**src/rtl/mem_stage.sv**
```systemverilog
// mem_stage: consumer end of the EX/MEM pipeline register.
//
// Turns the EX/MEM control/data into a dcache request. Waits for dhit,
// implements LL/SC with a single link register that snoop invalidates clear,
// and presents the writeback word plus control to the MEM/WB register.
// mem_stall is high while a data access is outstanding.
//
// Ports:
//   CLK, nRST            clock, asynchronous active-low reset
//   *_out                EX/MEM outputs (address/ALU result, store data,
//                        pc+4, dest reg, control bits)
//   advance              MEM/WB write enable this cycle
//   dhit, dmemload       dcache completion and load data
//   snoop_inv/addr       coherence invalidate and its address
//   dmemREN/WEN/addr/store  dcache request
//   wdat_in, regWEN_in, Halt_in, writeReg_in, pcplus4_in  to MEM/WB
//   mem_stall            access outstanding
module mem_stage #(
  parameter int WORD_W  = 32,
  parameter bit LINK_EN = 1'b1
) (
  input  logic              CLK,
  input  logic              nRST,
  input  logic [WORD_W-1:0] aluOutport_out,
  input  logic [WORD_W-1:0] rdat2_out,
  input  logic [WORD_W-1:0] pcplus4_out,
  input  logic [4:0]        writeReg_out,
  input  logic              MemToReg_out,
  input  logic              regWEN_out,
  input  logic              dMemREN_out,
  input  logic              dMemWEN_out,
  input  logic              Atomic_out,
  input  logic              Halt_out,
  input  logic              advance,
  input  logic              dhit,
  input  logic [WORD_W-1:0] dmemload,
  input  logic              snoop_inv,
  input  logic [WORD_W-1:0] snoop_addr,
  output logic              dmemREN,
  output logic              dmemWEN,
  output logic [WORD_W-1:0] dmemaddr,
  output logic [WORD_W-1:0] dmemstore,
  output logic [WORD_W-1:0] wdat_in,
  output logic              regWEN_in,
  output logic              Halt_in,
  output logic [4:0]        writeReg_in,
  output logic [WORD_W-1:0] pcplus4_in,
  output logic              mem_stall
);

  typedef enum logic [1:0] {
    S_IDLE = 2'd0,
    S_WAIT = 2'd1,
    S_HOLD = 2'd2
  } state_t;

  state_t              state_q, state_d;
  logic                link_valid_q, link_valid_d;
  logic [WORD_W-1:2]   link_addr_q, link_addr_d;
  logic [WORD_W-1:0]   hold_data_q, hold_data_d;

  logic                req, sc_instr, sc, ll, link_hit, snoop_clear;
  logic                sc_ok, sc_fail, issue, done;
  logic [WORD_W-1:0]   result;

  // Byte offsets never take part in word-granular link comparisons.
  logic                unused_offset;
  assign unused_offset = ^snoop_addr[1:0];

  always_comb begin
    req         = dMemREN_out | dMemWEN_out;
    sc_instr    = Atomic_out & dMemWEN_out;
    sc          = LINK_EN & sc_instr;
    ll          = LINK_EN & Atomic_out & dMemREN_out;
    link_hit    = (link_addr_q == aluOutport_out[WORD_W-1:2]);
    snoop_clear = snoop_inv & (snoop_addr[WORD_W-1:2] == link_addr_q);
    // A snoop landing in the same cycle as the SC evaluation kills it.
    sc_ok       = link_valid_q & link_hit & ~snoop_clear;
    sc_fail     = (state_q == S_IDLE) & sc & ~sc_ok;
    // Requests are gated by nRST so they drop the instant reset asserts,
    // even though EX/MEM may still be presenting a memory op.
    issue       = nRST & (((state_q == S_IDLE) & req & ~sc_fail) |
                          (state_q == S_WAIT));
    done        = issue & dhit;
  end

  // Live result. A store-conditional that reaches WAIT was issued, so it
  // reports success; with LINK_EN=0 sc_fail is never set and SC returns 1.
  always_comb begin
    result = aluOutport_out;
    if (sc_instr) begin
      result    = '0;
      result[0] = ~sc_fail;
    end else if (MemToReg_out) begin
      result = dmemload;
    end
  end

  always_comb begin
    dmemREN     = issue & dMemREN_out;
    dmemWEN     = issue & dMemWEN_out;
    dmemaddr    = issue ? aluOutport_out : '0;
    dmemstore   = issue ? rdat2_out : '0;
    mem_stall   = issue & ~dhit;
    wdat_in     = ((state_q == S_HOLD) && (sc_instr || MemToReg_out)) ?
                  hold_data_q : result;
    regWEN_in   = regWEN_out & ~mem_stall;
    Halt_in     = Halt_out;
    writeReg_in = writeReg_out;
    pcplus4_in  = pcplus4_out;
  end

  always_comb begin
    state_d     = state_q;
    hold_data_d = hold_data_q;
    case (state_q)
      S_IDLE: begin
        if (sc_fail || (req && dhit)) begin
          hold_data_d = result;
          state_d     = advance ? S_IDLE : S_HOLD;
        end else if (req) begin
          state_d = S_WAIT;
        end
      end
      S_WAIT: begin
        if (dhit) begin
          hold_data_d = result;
          state_d     = advance ? S_IDLE : S_HOLD;
        end
      end
      S_HOLD: begin
        if (advance) state_d = S_IDLE;
      end
      default: state_d = S_IDLE;
    endcase
  end

  always_comb begin
    link_valid_d = link_valid_q;
    link_addr_d  = link_addr_q;
    if (snoop_clear) link_valid_d = 1'b0;
    if (sc && (done || sc_fail)) link_valid_d = 1'b0;
    if (dMemWEN_out && !sc && done && link_hit) link_valid_d = 1'b0;
    if (Halt_out) link_valid_d = 1'b0;
    // LL completion wins over a concurrent snoop.
    if (ll && done) begin
      link_valid_d = 1'b1;
      link_addr_d  = aluOutport_out[WORD_W-1:2];
    end
  end

  always_ff @(posedge CLK or negedge nRST) begin
    if (!nRST) begin
      state_q      <= S_IDLE;
      link_valid_q <= 1'b0;
      link_addr_q  <= '0;
      hold_data_q  <= '0;
    end else begin
      state_q      <= state_d;
      link_valid_q <= link_valid_d;
      link_addr_q  <= link_addr_d;
      hold_data_q  <= hold_data_d;
    end
  end

endmodule

```
**config.mk**
```make
export PLATFORM = sky130hd
export DESIGN_NAME = mem_stage
export DESIGN_NICKNAME = d
export VERILOG_FILES = /design/src/rtl/mem_stage.sv
export SDC_FILE = /design/constraint.sdc
export NUM_CORES = 1
export LEC_CHECK = 0
export BUFFER_PORTS_ARGS = -buffer_cell sky130_fd_sc_hd__buf_4
export CAP_MARGIN = 20
export CORE_AREA = 3 3 122 124
export CTS_BUF_LIST = sky130_fd_sc_hd__clkbuf_4
export CTS_CLUSTER_DIAMETER = 80
export DETAILED_ROUTE_END_ITERATION = 10
export DIE_AREA = 0 0 125 127
export PLACE_DENSITY = 0.79
export SLEW_MARGIN = 10
export SYNTH_ARGS = -nofsm -noshare
export SYNTH_HDL_FRONTEND = slang
export SYNTH_SLANG_ARGS = --single-unit
```
**constraint.sdc**
```tcl
create_clock -name CLK -period 2.7 [get_ports CLK]
set_input_delay 0.54 -clock CLK [delete_from_list [all_inputs] [get_ports CLK]]
set_output_delay 0.54 -clock CLK [all_outputs]
set_load 0.05 [all_outputs]
```
### Word-level counts from Yosys, hierarchy flattened

Cells that the tools add are included.

* register bits: 65
* bits of input ports: 176
* output and inout bits: 138
* word-level logic and storage cells: 69

* reduce and logical (&&, ||, !) cells: 16
* muxes and demuxes: 19
* eq/ne operators: 8
* bitwise operators: 22

Operators by type and width (number)
* 2-to-1 mux 32 bit: 7
* one-hot mux 32 bit (2 select lines): 1
* equality test 30 bit: 2
* AND 1 bit: 15
* 2-to-1 mux 2 bit: 5
* logical AND 1 bit: 7
* one-hot mux 2 bit (3 select lines): 1
* AND reduction 3 bit: 2
* 2-to-1 mux 1 bit: 5
* NOT 1 bit: 5
* nonzero test 5 bit: 1
* inequality test 2 bit (second input constant): 2
* logical OR 1 bit: 3
* inequality test 3 x 2 -> 1 bit (second input constant): 1
* equality test 2 x 1 -> 1 bit (second input constant): 1
* equality test 2 bit (second input constant): 1
* zero test 2 bit: 1
* inequality test 2 x 1 -> 1 bit (second input constant): 1
* OR 1 bit: 2
* nonzero test 2 bit: 1
* zero test 1 bit: 1

### Longest topological paths before layout

Gate-level depths: netlist (run 1).

* depth after elaboration: 17
* mapped depth: 8
* gate-level depth less buffers: 6

### Worst setup path after synthesis (run 1)

OpenSTA, ideal clock, no wires.

* path kind: input -> output
* start point: in aluOutport_out[22]
* end point: out mem_stall
* stages on the path: 7
* path slack: -851 ps
* arrival: 3011 ps
* path buffers: 1
* required time: 2160 ps
* cells stage by stage: xor2_1 > nor4_1 > nand4_1 > a2111oi_4 > o21ai_1 > buf_2 > nor3_1

* longest elaborated chain between the ends: 10

Ends and longest elaborated chain
* start: declaration: line 24 `input logic [WORD_W-1:0] aluOutport_out,`
* equality test 30 bit: line 75 `link_hit = (link_addr_q == aluOutport_out[WORD_W-1:2]);`
* AND 1 bit (2 in series): line 78 `sc_ok = link_valid_q & link_hit & ~snoop_clear;`
* NOT 1 bit: line 79 `sc_fail = (state_q == S_IDLE) & sc & ~sc_ok;`
* AND 1 bit: line 79
* NOT 1 bit: line 82 `issue = nRST & (((state_q == S_IDLE) & req & ~sc_fail) |`
* AND 1 bit: line 82
* OR 1 bit: line 82
* AND 1 bit: line 82
* AND 1 bit: line 104 `mem_stall = issue & ~dhit;`
* end: declaration: line 48 `output logic mem_stall`

Every way passes these cells.

### Worst setup path in the final report (run 1)

* start point: reg link_addr_q[18] in the netlist's numbering
* end point: out mem_stall

* longest elaborated chain between the ends: 11
* elaborated cells on any way between the ends: 13
* those cells by class: eq/ne (2); bitwise (11)

Ends and longest elaborated chain
* start: declaration: line 59 `logic [WORD_W-1:2] link_addr_q, link_addr_d;`
* start signal: assignment: line 161 `link_addr_q <= link_addr_d;`
* equality test 30 bit: line 76 `snoop_clear = snoop_inv & (snoop_addr[WORD_W-1:2] == link_addr_q);`
* AND 1 bit: line 76
* NOT 1 bit: line 78
* AND 1 bit (*): line 78
* NOT 1 bit (*): line 79
* AND 1 bit (*): line 79
* NOT 1 bit (*): line 82
* AND 1 bit (*): line 82
* OR 1 bit (*): line 82
* AND 1 bit (*): line 82
* AND 1 bit (*): line 104

Mark *: on every way between the ends. The rest lies on a longest branch, timed or not.

==> impl_metrics.toml, run 1 <==
[critical_path]
r2r_slack_ns = -0.19
cp.depth = 11
crit_buf_inv = 5
crit_required_ns = 2.16
r2r_cells = 16
crit_end = "mem_stall"
slowest_stage = "dfrtp_1"
cp_common_cell = "buf_6"
r2r-end = "link_addr_q[29]$_DFFE_PN0P_"
critPathLaunch = "link_addr_q[18]$_DFFE_PN0P_"
crit_family = "buffers and inverters"
arrival_ns = 2.85
critical_path_class = "flip-flop to primary output"
path_cells = "xor2_1, nor4_1, nand4_1, buf_4, a2111oi_4, buf_4, o21ai_4, buf_6, buf_6, nor3_4, buf_6"
critPathCaptureType = "primary output"
start_kind = "flip-flop"
worstReg2RegStart = "link_addr_q[22]$_DFFE_PN0P_"
crit_fanout = 5
cpPeakStageDelay_ns = 0.43

[finish]
nNetsFinal = 1080
syn_to_final_growth_pct = 75.1
finalNonFillerCells = 1088
finalInstanceArea_um2 = 8940
antenna_cells = 0
drive_gt1_share_pct = 57.3

[synthesis]
synth_compound_area_share_pct = 14.0
seq_area_frac_synth_pct = 31.9
synthesis.area_um2 = 5110
synth_flop_cell = "dfrtp_1"
yosys.area_share.simple_pct = 20.9
async_flop_share_pct = 100
netlist_top_cells_count = "nand2_1 (130), nor2_1 (103), dfrtp_1 (65), mux2_2 (56), clkbuf_1 (39)"
yosys.cell_count.top_type = "nand2_1"
synth_top_area_share_pct = 31.9
synth_edf_count = 0
yosysWarnings = 0
synth-xor-area-share_pct = 10.3
ys_types = 31
yosys.area_share.adder_pct = 0
synth_largest_area_cell = "dfrtp_1"
yosys-top-cells-area = "dfrtp_1 (32%), mux2_2 (12%), nand2_1 (9.6%)"
postSynthCellCount = 649
synth.net_count = 825
avgSynthCellArea_um2 = 7.87
ys_seq_elements = 65
synth_top_family_by_area = "simple AND/OR/NAND/NOR gates"
synthMuxAreaShare_pct = 13.5

[power]
ir_drop_mv = 0.345
power.leakage_nw = 4.17
p_per_area_nw_per_um2 = 532
power_w = 0.00476

[die]
start_util_pct = 36.8
num_rows = 43
fp.dieArea_um2 = 15900
core_area_um2 = 13900
num_io_pins = 314
die_width_um = 125
die_y_um = 127

[timing]
clock.fmax_mhz = 295
fin_ws_ns = -0.685
finalCritPeriodShare_pct = 125
setup_viol = 100
slew_violations = 0
finClkSkew_ns = 0.0139
max_slew_margin_pct = 41.2
fin_crit_ns = 3.39
hold-worst-slack_ns = 0.357
tightest_slew_ns = 0.882
finalHoldViolCount = 0
grt_setup_unrepaired = "yes"

[global_routing]
antenna_found_initial = 0
grt.overflow.total = 0
grt_util_all_layers_pct = 24.7
grt_pass1_vias = 5483
grt_max_degree = 65
grt_first_pass_wirelength_mm = 30.9

[place]
dp_hpwl_mm = 15.7
dp.cells = 1052
place_area_um2 = 7950
portBuffers = 237
globalplace.congestion = 0.852

[outcome]
violations = "setup timing"
status = "finished, violations left"

[detailed_routing]
first_iter_violations = 346
drcViolationCount = 0
viasPerCell = 5.23
ant_nets = 0
wl_per_cell_um = 20.2
routed_wl_mm = 22.0
vias = 5687
drt_first_pass_iters = 5

[clock_network]
root_buffer = "clkbuf_4"
clock_path_buffers = 2
insertion_delay_ns = 0.42
cts_tree = "done"
clk_pin_slew_ns = 0.10
cts_sinks = 65
cts-buffers-inserted = 9
htreeDepth = 3

[hold_path]
hp-class = "primary input to flip-flop"

[job]
drv_cap = 0
[layout by cell type, fill, tap and decap left out, drive strengths merged, types with 3 or more instances in the layout]
master | synthesis | routed
buf | 45 | 323
clkbuf | 39 | 12
nor2b | 3 | 3
nor4 | 9 | 9
nor2 | 103 | 103
a21oi | 32 | 32
nor3 | 3 | 3
o21ai | 38 | 39
xnor2 | 30 | 30
inv | 6 | 6
clkinv | 0 | 5
dfrtp | 65 | 65
nand2 | 130 | 130
mux2 | 61 | 61
a32oi | 31 | 31
nand4 | 9 | 9
xor2 | 30 | 30
[sequential cells by signal, summed over array words and instances (netlist names)]
name	count
hold_data_q	32
link_addr_q	30
link_valid_q	1
state_q	2
[area by class of cell]
class	instances	area (µm²)
Sequential cell	65	1630
Clock buffer	9	67.6
Clock inverter	6	50.0
Tap cell	180	225
Inverter	6	22.5
Multi-Input combinational cell	495	3890
Timing Repair Buffer	327	3060
Fill cell	1087	4940
[report_power, final]
| group | switching, W | internal [W] |
|---|---|---|
| sequential | 0.000250 | 0.00123 |
| combinational | 0.00149 | 0.00118 |
| clock | 0.000348 | 0.000264 |
| total | 0.00208 | 0.00267 |
[cell families after synthesis]
group,Yosys count
xor+xnor,60
simple gates,264
buf+inv,90
flops,65
mux,61
compound gates,109
[stage by stage]
step	worst slack, ns	setup TNS [ns]	util [%]
after floorplan	-0.161	-7.33	-
after global placement	-0.474	-30.72	57.3
after detailed placement	-0.543	-37.06	57.3
after CTS	-0.686	-44.23	60.6
after global routing	-0.799	-61.61	64.4
final	-0.685	-47.34	64.4
[per-layer routing]
metal / global-route usage (%) / share of wire, % / up-vias
met5: 0 / 0 / -
met4: 5.99 / 1.5 / 0
met3: 4.72 / 5.4 / 24
met2: 40.8 / 51 / 214
met1: 33.7 / 42 / 2765
li1: - / - / 2684
[tightest hold or removal path, cell delays in order]
cell and delay, ns:
buf_4 0.08, inv_1 0.03, o31a_1 0.09
[worst min-delay path by stage]
| stage | depth (start not counted) | endpoint | slack (ns) | startpoint |
|---|---|---|---|---|
| 5_1_grt | 3 | state_q[1]$_DFFE_PN0P_ | 0.32 | advance |
| 6_report | 3 | state_q[1]$_DFFE_PN0P_ | 0.36 | advance |
| 4_1_cts | 3 | state_q[1]$_DFFE_PN0P_ | 0.33 | advance |
| 2_1_floorplan | 0 | hold_data_q[0]$_DFFE_PN0P_ | 0.24 | nRST |
| 3_3_place_gp | 1 | hold_data_q[15]$_DFFE_PN0P_ | 0.35 | nRST |
| 3_5_place_dp | 1 | hold_data_q[15]$_DFFE_PN0P_ | 0.35 | nRST |
[what timing repair did]
item	4_1_cts	5_1_grt
pin swaps	5	15
setup endpoints to repair	69	97
hold buffers	1	0
hold endpoints to repair	1	0
gates cloned	2	4
resized for setup	67	95
buffers inserted	7	9
(Power assumes the default switching activity.)
==> run 2, diff against run 1 <==
Settings changed: CAP_MARGIN 20 to default, CTS_CLUSTER_DIAMETER 80 to 60, PLACE_DENSITY 0.79 to 0.72.
==> run 2 against run 1 <==
The flow still finishes with violations (setup timing). Non-clock buffer count rose by 10. Via count rose by 0.69%. Critical path depth fell by 1. Fmax fell by 1.1%. Clock-buffer cell count rose by 3. Sequential share of layout area rose by 0.15 points. Largest power group unchanged.
==> impl_metrics.toml, run 2 (synthesis gave the netlist of run 1 again) <==
[place]
dp_slack_ns = -0.501
dp_hpwl_mm = 15.7
globalplace.congestion = 0.845
portBuffers = 237
place_area_um2 = 8000

[die]
die_width_um = 125
num_rows = 43
start_util_pct = 36.8
num_io_pins = 314
die_y_um = 127
fp.dieArea_um2 = 15900
core_area_um2 = 13900

[global_routing]
grt_first_pass_wirelength_mm = 31.5
antenna_found_initial = 0
grt_pass1_vias = 5502
grt.overflow.total = 0
grt_max_degree = 65
grt_util_all_layers_pct = 25.3

[timing]
slew_violations = 0
hold-worst-slack_ns = 0.323
fin_crit_ns = 3.42
grt_setup_unrepaired = "yes"
setup_viol = 99
max_slew_margin_pct = 40.3
fin_ws_ns = -0.723
tightest_slew_ns = 0.895
finalHoldViolCount = 0
clock.fmax_mhz = 292
fin_setup_tns_ns = -49.89
finClkSkew_ns = 0.00939
finalCritPeriodShare_pct = 127

[finish]
layout_common_cells = "buf_4 (254), nand2_1 (129), dfrtp_1 (65)"
nNetsFinal = 1090
final_common_cell = "buf_4"
largest_reg_flops = 32
finalInstanceArea_um2 = 8860
top_register = "hold_data_q"
top_regs = "hold_data_q: 32 flops, link_addr_q: 30 flops, state_q: 2 flops"
syn_to_final_growth_pct = 73.5
num-fill-cells = 1103
regArea_um2 = 1630
multi_input_area_um2 = 3790
drive_gt1_share_pct = 57.5
antenna_cells = 0

[power]
p_per_area_nw_per_um2 = 553
ir_drop_mv = 0.339
power.leakage_nw = 4.12

[outcome]
violations = "setup timing"
status = "finished, violations left"

[detailed_routing]
routed_wl_mm = 21.8
dr_wl_met3_mm = 1.24
wl_per_cell_um = 19.8
vias = 5726
viasPerCell = 5.21
routed.top_layer = "met4"
drt-met1-wl_mm = 9.32
drt_first_pass_iters = 5
first_iter_violations = 366
drcViolationCount = 0
wl_met2_mm = 10.7
ant_nets = 0

[clock_network]
root_buffer = "clkbuf_4"
insertion_delay_ns = 0.44
cts-buffers-inserted = 9
cts_tree = "done"
clock_path_buffers = 2
cts_sinks = 65
htreeDepth = 3
clk_pin_slew_ns = 0.11

[critical_path]
critPathLaunch = "link_addr_q[29]$_DFFE_PN0P_"
crit_required_ns = 2.16
arrival_ns = 2.88
start_kind = "flip-flop"
r2r_cells = 13
critPathCaptureType = "primary output"
crit_fanout = 6
critical_path_class = "flip-flop to primary output"
worstReg2RegStart = "link_addr_q[29]$_DFFE_PN0P_"

[hold_path]
whs_path_depth = 3
hold_path.startpoint = "advance"
hp-class = "primary input to flip-flop"

[job]
drv_cap = 0
==> run 2: what timing repair did <==
action	4_1_cts	5_1_grt
endpoints found under the setup margin	69	115
cloned	0	6
pin swaps	10	11
hold buffers	1	0
endpoints found under the hold margin	1	0
resized for setup	76	43
setup buffers	5	8
==> run 2: area by class of cell <==
class | instances | share of cell area (%)
flip-flops and latches | 65 | 18.4
clock buffers | 12 | 1.02
repair buffers | 337 | 34.3
well taps | 180 | 2.54
clock inverters | 4 | 0.762
multi-input cells | 495 | 42.7
inverters | 6 | 0.254
==> run 2: final timing paths <==
check	to	slack [ns]
worst max-delay path	dmemstore[31]	-0.72
worst min-delay path	state_q[1]$_DFFE_PN0P_	0.32
worst max register to register	link_addr_q[6]$_DFFE_PN0P_	-0.17
worst min register to register	hold_data_q[10]$_DFFE_PN0P_	0.53
max in group asynchronous	link_addr_q[31]$_DFFE_PN0P_	1.76
min in group asynchronous	state_q[1]$_DFFE_PN0P_	0.37
==> run 2: power by group <==
| group | switching (W) | internal, W |
|---|---|---|
| clock network | 0.000373 | 0.000402 |
| logic | 0.00151 | 0.00118 |
| registers | 0.000205 | 0.00123 |
| total | 0.00208 | 0.00282 |
==> run 2: stage by stage <==
stage          instances  power, W  util (%)
5_1_grt             1099   0.00515      63.8
4_1_cts             1088   0.00479      61.4
3_5_place_dp        1066   0.00390      57.7
6_report            1099   0.00490      63.8
3_3_place_gp        1066   0.00385      57.7
2_1_floorplan        649   0.00311         -
==> run 2: metal layers <==
layer,track usage (%),vias up
li1,-,2703
met1,34.5,2763
met2,39.9,219
met5,0,-
met4,8.35,0
met3,5.73,41
==> run 2: critical path, stage by stage, from the launching register on <==
cell	delay (ns)
dfrtp_1	0.41
xor2_1	0.17
nor4_2	0.34
buf_4	0.16
nand4_1	0.15
a2111oi_4	0.36
buf_4	0.19
o21ai_4	0.10
buf_4	0.25
nor2_2	0.11
buf_4	0.20
==> run 3, diff against run 2 <==
--- a/config.mk
+++ b/config.mk
@@ -8,2 +8,3 @@
 export BUFFER_PORTS_ARGS = -buffer_cell sky130_fd_sc_hd__buf_4
+export CAP_MARGIN = 10
 export CORE_AREA = 3 3 122 124
==> constraint.sdc (replaced) <==
create_clock -name CLK -period 2.7 [get_ports CLK]
set_input_delay 0.135 -clock CLK [delete_from_list [all_inputs] [get_ports CLK]]
set_output_delay 0.135 -clock CLK [all_outputs]
set_load 0.05 [all_outputs]
==> run 3 against run 2 <==
The flow still finishes with violations (setup timing). Clock power is 15% lower. Sequential share of layout area is 2.8 points higher. Total power decreased by 12%. First-iteration DRC count grew 9.6%. Global-route usage decreased by 1.8 points. Clock skew increased by 0.013 ns. Core utilization is 8.6 points lower. Clock-buffer cell count down 1. Hold slack got worse by 0.30 ns. Combinational power decreased by 19%. Sequential cell count stayed put. Cell count fell by 4.5%. Largest power group unchanged.
==> impl_metrics.toml, run 3 (synthesis gave the netlist of run 1 again) <==
[global_routing]
grt_first_pass_wirelength_mm = 29.3
antenna_found_initial = 0
grt_pass1_vias = 5012
grt_util_all_layers_pct = 23.4
grt_max_degree = 66
grt.overflow.total = 0

[die]
start_util_pct = 36.8
fp.dieArea_um2 = 15900
core_area_um2 = 13900
die_width_um = 125
num_io_pins = 314
die_y_um = 127
num_rows = 43

[finish]
top_regs = "hold_data_q: 32 flops, link_addr_q: 30 flops, state_q: 2 flops"
drive_gt1_share_pct = 43.4
finalNonFillerCells = 1050
layout_common_cells = "buf_4 (219), nand2_1 (129), nor2_1 (80)"
syn_to_final_growth_pct = 50.3
antenna_cells = 0
regArea_um2 = 1630
nNetsFinal = 1041
largest_reg_flops = 32
multi_input_area_um2 = 3160
final_common_cell = "buf_4"
num-fill-cells = 1313
top_register = "hold_data_q"

[power]
ir_drop_mv = 0.300
power.leakage_nw = 3.67
p_per_area_nw_per_um2 = 563

[place]
dp_hpwl_mm = 14.3
globalplace.congestion = 0.826
dp.cells = 1003
portBuffers = 237

[timing]
finClkSkew_ns = 0.0225
tightest_slew_ns = 0.842
fin_ws_ns = -0.219
max_slew_margin_pct = 43.8
clock.fmax_mhz = 343
finalCritPeriodShare_pct = 108
fin_crit_ns = 2.92
setup_viol = 69
finalHoldViolCount = 0
slew_violations = 0
hold-worst-slack_ns = 0.0248
grt_setup_unrepaired = "yes"

[detailed_routing]
routed_wl_mm = 20.1
drt_first_pass_iters = 5
ant_nets = 0
first_iter_violations = 401
viasPerCell = 5.20
wl_per_cell_um = 19.2
vias = 5463
drcViolationCount = 0

[clock_network]
cts_tree = "done"
cts-buffers-inserted = 9
htreeDepth = 3
insertion_delay_ns = 0.41
clk_pin_slew_ns = 0.12
cts_sinks = 65
root_buffer = "clkbuf_4"
clock_path_buffers = 2

[critical_path]
crit_fanout = 5
arrival_ns = 2.78
crit_required_ns = 2.57
r2r_cells = 11
critPathCaptureType = "primary output"
critical_path_class = "flip-flop to primary output"
start_kind = "flip-flop"

[hold_path]
whs_path_depth = 2
hp-class = "primary input to flip-flop"

[outcome]
violations = "setup timing"
status = "finished, violations left"

[job]
drv_cap = 0
## run 3: repair_timing
action,CTS,global route
pin swaps,3,2
hold buffers,15,1
endpoints found under the setup margin,69,69
gates resized for setup,63,26
hold endpoints to repair,79,1
buffers inserted,4,7
cloned,3,1
## run 3: power breakdown
part / internal (W) / switching, W / leakage [nW] / total [W]
clock: 0.000294 / 0.000361 / 0.0734 / 0.000655
sequential: 0.00123 / 0.000242 / 0.808 / 0.00147
combinational: 0.000907 / 0.00129 / 2.79 / 0.00219
## run 3: worst max-delay path: stages (launching register included)
cell	delay, ns
dfrtp_1	0.42
xor2_1	0.15
nor4_1	0.30
nand4_1	0.26
a2111oi_4	0.32
buf_4	0.19
o21ai_4	0.10
buf_6	0.17
clkbuf_16	0.16
nor2_1	0.13
buf_6	0.17
## run 3: cell type report
type | count | area share, %
clock buffers | 11 | 1.08
clock inverters | 5 | 0.603
inverters | 6 | 0.293
multi-input cells | 494 | 41.1
flip-flops and latches | 65 | 21.2
well taps | 180 | 2.93
repair buffers | 289 | 32.8
## run 3: worst paths after layout
kind / from / to / slack (ns)
setup reg to reg: link_addr_q[12]$_DFFE_PN0P_ / hold_data_q[6]$_DFFE_PN0P_ / 0.20
max in group asynchronous: nRST / link_addr_q[15]$_DFFE_PN0P_ / 1.65
hold / removal: aluOutport_out[5] / link_addr_q[5]$_DFFE_PN0P_ / 0.02
setup / recovery: link_addr_q[21]$_DFFE_PN0P_ / dmemstore[29] / -0.22
hold reg to reg: hold_data_q[17]$_DFFE_PN0P_ / hold_data_q[17]$_DFFE_PN0P_ / 0.53
min in group asynchronous: nRST / hold_data_q[0]$_DFFE_PN0P_ / 0.50
## run 3: metrics by stage
| stage | setup slack, ns | util (%) | TNS [ns] | instance area, µm² | total power (W) |
|---|---|---|---|---|---|
| global placement | 0.0986 | 49.6 | 0 | 6880 | 0.00345 |
| detailed placement | 0.0317 | 49.6 | 0 | 6880 | 0.00349 |
| global route | -0.395 | 55.3 | -23.52 | 7670 | 0.00455 |
| floorplan | -0.0418 | - | -1.24 | 5120 | 0.00292 |
| finish | -0.219 | 55.3 | -10.81 | 7670 | 0.00432 |
| CTS | -0.251 | 54.2 | -13.78 | 7520 | 0.00427 |
## run 3: routing by layer
layer  global-route usage [%]  vias up  part of all wire [%]
li1                         -     2601                     -
met1                     33.3     2598                    44
met2                     36.3      231                    47
met3                     5.43       33                   7.5
met4                     5.80        0                   2.0
met5                        0        -                     0
